File: src/rtl/spatial_filter_pkg.sv
// Shared pixel/lane geometry, the packed output word layout and the signed-to-u8 clamp
// used by the spatial filter's output stage.
package spatial_filter_pkg;
  localparam int PIXEL_SIZE = 8;
  localparam int LANES      = 4;
  localparam int LANE_W     = $clog2(LANES);
  localparam int WORD_W     = PIXEL_SIZE * LANES;
  localparam int FIFO_W     = WORD_W + LANES + 1;
  localparam int CLAMP_W    = 64;

  typedef struct packed {
    logic              last;
    logic [LANES-1:0]  keep;
    logic [WORD_W-1:0] data;
  } out_word_t;

  // Saturate a signed value into an unsigned 8-bit pixel.
  function automatic logic [PIXEL_SIZE-1:0] clamp_u8(input logic signed [CLAMP_W-1:0] v);
    if (v < 0) begin
      return '0;
    end else if (v > 255) begin
      return '1;
    end else begin
      return v[PIXEL_SIZE-1:0];
    end
  endfunction
endpackage

File: src/rtl/axis_out_fifo2.sv
// Two-entry register FIFO; entry 0 is always the head so the output is a plain register.
module axis_out_fifo2 #(
  parameter int W = 37
) (
  input  logic         clk,
  input  logic         rst_n,
  input  logic         push,
  input  logic [W-1:0] din,
  input  logic         pop,
  output logic [W-1:0] dout,
  output logic         full,
  output logic         empty
);
  logic [W-1:0] entry_reg [2];
  logic [1:0]   count_reg;
  logic         do_pop;
  logic         do_push;

  assign empty   = (count_reg == 2'd0);
  assign full    = (count_reg == 2'd2);
  assign do_pop  = pop && !empty;
  assign do_push = push && (!full || do_pop);
  assign dout    = entry_reg[0];

  always_ff @(posedge clk or negedge rst_n) begin
    if (!rst_n) begin
      entry_reg[0] <= '0;
      entry_reg[1] <= '0;
      count_reg    <= 2'd0;
    end else begin
      case ({do_push, do_pop})
        2'b10: begin
          if (count_reg == 2'd0) begin
            entry_reg[0] <= din;
          end else begin
            entry_reg[1] <= din;
          end
          count_reg <= count_reg + 2'd1;
        end
        2'b01: begin
          entry_reg[0] <= entry_reg[1];
          entry_reg[1] <= '0;
          count_reg    <= count_reg - 2'd1;
        end
        2'b11: begin
          // Simultaneous push/pop keeps the count; the new word lands behind any survivor.
          if (count_reg == 2'd1) begin
            entry_reg[0] <= din;
          end else begin
            entry_reg[0] <= entry_reg[1];
            entry_reg[1] <= din;
          end
        end
        default: ;
      endcase
    end
  end
endmodule

File: src/rtl/conv_out_packer.sv
// Clamps signed convolution results to u8 pixels, packs four per 32-bit AXI-Stream word
// with TKEEP/TLAST per frame, and pulses frame_done after the TLAST word is taken.
module conv_out_packer
  import spatial_filter_pkg::*;
#(
  parameter int IN_WIDTH     = 32,
  parameter int FRAME_PIXELS = 260100
) (
  input  logic                axis_clk,
  input  logic                axis_reset_n,
  input  logic                i_s_data_valid,
  input  logic [IN_WIDTH-1:0] i_s_data,
  output logic                o_s_ready,
  output logic                o_m_data_valid,
  output logic [31:0]         o_m_data,
  output logic [3:0]          o_m_keep,
  output logic                o_m_last,
  input  logic                i_m_ready,
  output logic                o_frame_done
);
  localparam int CNT_W = (FRAME_PIXELS > 1) ? $clog2(FRAME_PIXELS) : 1;
  localparam logic [CNT_W-1:0] LAST_PIX = CNT_W'(FRAME_PIXELS - 1);

  logic [LANE_W-1:0]     lane_reg;
  logic [CNT_W-1:0]      pixel_cnt_reg;
  logic [WORD_W-1:0]     acc_reg;
  logic [LANES-1:0]      keep_reg;
  logic                  frame_done_reg;

  logic                  accept;
  logic                  is_last;
  logic                  word_done;
  logic [PIXEL_SIZE-1:0] pix;
  logic [WORD_W-1:0]     acc_next;
  logic [LANES-1:0]      keep_next;
  out_word_t             push_word;
  out_word_t             head_word;
  logic                  fifo_full;
  logic                  fifo_empty;
  logic                  pop;

  assign pix       = clamp_u8(CLAMP_W'($signed(i_s_data)));
  assign o_s_ready = !fifo_full;
  assign accept    = i_s_data_valid && o_s_ready;
  assign is_last   = (pixel_cnt_reg == LAST_PIX);
  assign word_done = accept && ((lane_reg == LANE_W'(LANES - 1)) || is_last);

  genvar gi;
  generate
    for (gi = 0; gi < LANES; gi++) begin : g_lane
      assign acc_next[gi*PIXEL_SIZE +: PIXEL_SIZE] =
        (lane_reg == LANE_W'(gi)) ? pix : acc_reg[gi*PIXEL_SIZE +: PIXEL_SIZE];
      assign keep_next[gi] = (lane_reg == LANE_W'(gi)) || keep_reg[gi];
    end
  endgenerate

  assign push_word.last = is_last;
  assign push_word.keep = keep_next;
  assign push_word.data = acc_next;

  axis_out_fifo2 #(.W(FIFO_W)) u_fifo (
    .clk   (axis_clk),
    .rst_n (axis_reset_n),
    .push  (word_done),
    .din   (push_word),
    .pop   (pop),
    .dout  (head_word),
    .full  (fifo_full),
    .empty (fifo_empty)
  );

  assign o_m_data_valid = !fifo_empty;
  assign pop            = o_m_data_valid && i_m_ready;
  assign o_m_data       = head_word.data;
  assign o_m_keep       = head_word.keep;
  assign o_m_last       = head_word.last;
  assign o_frame_done   = frame_done_reg;

  always_ff @(posedge axis_clk or negedge axis_reset_n) begin
    if (!axis_reset_n) begin
      lane_reg       <= '0;
      pixel_cnt_reg  <= '0;
      acc_reg        <= '0;
      keep_reg       <= '0;
      frame_done_reg <= 1'b0;
    end else begin
      frame_done_reg <= pop && head_word.last;
      if (accept) begin
        pixel_cnt_reg <= is_last ? '0 : pixel_cnt_reg + CNT_W'(1);
        if (word_done) begin
          acc_reg  <= '0;
          keep_reg <= '0;
          lane_reg <= '0;
        end else begin
          acc_reg  <= acc_next;
          keep_reg <= keep_next;
          lane_reg <= lane_reg + LANE_W'(1);
        end
      end
    end
  end
endmodule

File: config.mk
export PLATFORM = sky130hd
export DESIGN_NAME = conv_out_packer
export DESIGN_NICKNAME = d
export VERILOG_FILES = /design/src/rtl/spatial_filter_pkg.sv /design/src/rtl/axis_out_fifo2.sv /design/src/rtl/conv_out_packer.sv
export SDC_FILE = /design/constraint.sdc
export NUM_CORES = 1
export LEC_CHECK = 0
export ABC_AREA = 1
export CORE_MARGIN = 3
export CORE_UTILIZATION = 52
export CTS_CLUSTER_DIAMETER = 60
export DETAILED_ROUTE_END_ITERATION = 10
export PLACE_DENSITY = 0.75
export SYNTH_ARGS = -nofsm -noshare
export SYNTH_HDL_FRONTEND = slang
export SYNTH_HIERARCHICAL = 1
export SYNTH_SLANG_ARGS = --single-unit
File: constraint.sdc
create_clock -name axis_clk -period 2.2 [get_ports axis_clk]
set_input_delay 0.33 -clock axis_clk [delete_from_list [all_inputs] [get_ports axis_clk]]
set_output_delay 0.33 -clock axis_clk [all_outputs]
set_load 0.02 [all_outputs]
==> results_dict.tcl <==
set metrics [dict create \
    netlist_area_mm2 0.00760 \
    critPathSlowestCell "dfrtp_1" \
    core_area_mm2 0.0141 \
    wl_per_cell_um 14.7 \
    multiInputGateArea_mm2 0.00342 \
    clk_latency_ns 0.42 \
    comb_power_share_pct 49.9 \
    grt-ovfl-total 0 \
    drt_first_pass_iters 6 \
    via_per_inst 5.27 \
    cp-start-kind "flip-flop" \
    gp_congestion 0.886 \
    first_global_vias 6370 \
    synth_seq_cells 133 \
    ir_drop_mv 0.710 \
    setup_violations 0 \
    n_antenna_cell 0 \
    finClkSkew_ns 0.00901 \
    seqPwrFrac_pct 30.1 \
    antenna_found_initial 0 \
    yosys.area.top_type "dfrtp_1" \
    synth_commonest_cells "nand2_1 (344), dfrtp_1 (133), nand3_1 (108)" \
    post_dp_cell_area_mm2 0.00855 \
    power_switching_mw 5.28 \
    fin_setup_tns_ns 0 \
    cts_max_path_buffers 2 \
    crit_family "simple AND/OR/NAND/NOR gates" \
    initial_core_util_pct 53.9 \
    ios 76 \
    maxCapViolCount 0 \
    min_path_type "primary input to asynchronous set/reset pin" \
    drive_gt1_share_pct 11.9 \
    fill_cells 1174 \
    drcViolationCount 0 \
    globalRouteTotalUtil_pct 23.8 \
    area_growth_pct 20.6 \
    swShare_pct 40.7 \
    yosysMostFrequentCell "nand2_1" \
    yosys_warnings 6 \
    clock-sinks 133 \
    ant_nets 0 \
    fin_area_mm2 0.00917 \
    utilization_pct 65.0 \
    p_clk_share_pct 20.1 \
    synth_fp_nets 1063 \
    register_area_mm2 0.00333 \
    worstSetupPathType "flip-flop to flip-flop" \
    synthCells 1019 \
    fin_crit_sh_pct 96.4 \
    grt_pass1_wl_mm 31.2 \
    synth_top_area_share_pct 43.8 \
    cp-end-kind "flip-flop" \
    num_rows 43 \
    dp_hpwl_mm 12.5 \
    vias 6724 \
    h-tree-depth 4 \
    synthFlopType "dfrtp_1" \
    avgSynthCellArea_um2 7.46 \
    drt_iter0_drc 636 \
    path_max_fanout 18 \
    ys_async_sr_fraction_pct 100 \
    critical_path_arrival_ns 2.48 \
    nNetsFinal 1128 \
    status "finished clean" \
    power.leakage_nw 4.79 \
    hold_viol 0 \
    tightest_slew_ns 0.651 \
    ys_types 31 \
    ys_seq_area_share_pct 43.8 \
    synth.area.top_cells "dfrtp_1 (44%), nand2_1 (17%), nand3_1 (7.1%), buf_4 (4.5%), inv_1 (4.1%)" \
    clock.fmax_mhz 472 \
    port_buffers 75 \
    cts_tree "yes" \
    die_w_um 127 \
    synth_edf_count 0 \
    power_density_mw_per_mm2 1420 \
    die_h_um 127 \
    critical_path_buf_inv_count 3 \
    crit_chain "or2_1, nor3_2, nand3_2, a21oi_1, buf_4, nand3_2, buf_4, nand3_4, clkbuf_16, nand2_1, nand2_1" \
    cts-root-buf "clkbuf_16" \
    max-slew-margin-rel_pct 56.5 \
    grt_start_max_net_pins 58 \
    p_int_mw 7.71 \
    dieArea_mm2 0.0161 \
    slew_viol_final 0 \
    finalWorstPathRequiredPeriod_ns 2.12 \
    clkTransAtPathRegs_ns 0.05 \
    cts_buffers 17 \
    critPathMaxStageDelay_ns 0.37 \
    routed_wl_mm 18.8 \
    cp_data_required_time_ns 2.56 \
]
## layout by cell type (no fill, tap or decap), types with 2 or more instances in the layout
master and count:
a21boi_0 24, a21oi_1 8, buf_12 9, buf_4 47
clkbuf_1 3, clkbuf_16 18, clkbuf_8 2, clkdlybuf4s50_1 72
clkinv_2 7, dfrtp_1 133, dlymetal6s2s_1 2, ha_1 8
inv_1 83, inv_2 4, nand2_1 343, nand2_2 4
nand3_1 108, nand3_2 2, nand3_4 2, nand3b_1 39
nand4_1 25, nor2_1 80, nor2_4 2, nor3_1 8
o21ai_0 17, or2_2 27, xor2_1 6
## stage by stage
stage	setup slack (ns)	std cells	hold slack (ns)	total power, mW
3_5_place_dp	0.0191	1242	0.320	10.2
2_1_floorplan	0.0533	1019	0.0344	8.47
5_1_grt	-0.00203	1277	0.456	14.0
3_3_place_gp	0.0130	1242	0.320	10.0
6_report	0.0794	1277	0.413	13.0
4_1_cts	0.0141	1275	0.423	12.9
## layer usage
metal  vias to the layer above  wire length, um  GRT usage [%]
met5                         -                0              0
met3                        24             1420           5.18
met1                      3114             8360           32.2
li1                       3316                -              -
met2                       270             8680           38.4
met4                         0              315           7.89
## path summary, 6_finish.rpt
| kind | slack (ns) | end | cells past startpoint | start |
|---|---|---|---|---|
| min | 0.41 | u_fifo/entry_reg[25]$_DFFE_PN0P_ | 2 | axis_reset_n |
| min reg2reg | 0.47 | u_fifo/entry_reg[24]$_DFFE_PN0P_ | 2 | u_fifo/entry_reg[24]$_DFFE_PN0P_ |
| max | 0.08 | u_fifo/entry_reg[26]$_DFFE_PN0P_ | 11 | pixel_cnt_reg[2]$_DFFE_PN0P_ |
| max in group asynchronous | 1.14 | u_fifo/entry_reg[11]$_DFFE_PN0P_ | 3 | axis_reset_n |
| min in group axis_clk | 0.47 | u_fifo/entry_reg[24]$_DFFE_PN0P_ | 2 | u_fifo/entry_reg[24]$_DFFE_PN0P_ |
| max reg2reg | 0.08 | u_fifo/entry_reg[26]$_DFFE_PN0P_ | 11 | pixel_cnt_reg[2]$_DFFE_PN0P_ |
## what timing repair did
| action | 4_1_cts | 5_1_grt |
|---|---|---|
| buffers inserted | 0 | 1 |
| endpoints found under the hold margin | 31 | 0 |
| resized for setup | 0 | 9 |
| hold buffers | 1 | 0 |
| setup endpoints to repair | 0 | 45 |
## power by group through the flow
| stage | clock network [mW] | registers, mW | logic (mW) |
|---|---|---|---|
| after floorplan | 0 | 3.81 | 4.67 |
| after global routing | 2.75 | 4.01 | 7.21 |
| after global placement | 0 | 3.89 | 6.15 |
| final | 2.61 | 3.91 | 6.48 |
| after detailed placement | 0 | 3.92 | 6.30 |
| after CTS | 2.65 | 3.90 | 6.35 |
## cell families after synthesis
group	count (synthesis)	synth area share [%]
AOI/OAI and AO/OA	51	4.23
and+or+nand+nor	646	38.4
adders and majority gates	8	1.32
xor gates and xnor gates	7	0.806
buffers and inverters	174	11.5
DFF	133	43.8
## worst register-to-register path, stage by stage, from the launching register on
cell and delay [ns]:
dfrtp_1 0.37, or2_1 0.26, nor3_2 0.17, nand3_2 0.14
a21oi_1 0.15, buf_4 0.17, nand3_2 0.11, buf_4 0.21
nand3_4 0.13, clkbuf_16 0.21, nand2_1 0.08, nand2_1 0.06
## layout make-up
class	instances	share of cell area (%)
clock inverter	10	0.887
multi-input combinational	712	37.3
sequential	133	36.3
tap	180	2.46
clock buffer	22	5.06
timing repair buffer	132	14.3
inverter	88	3.66
Power figures use the tool's default switching activity.
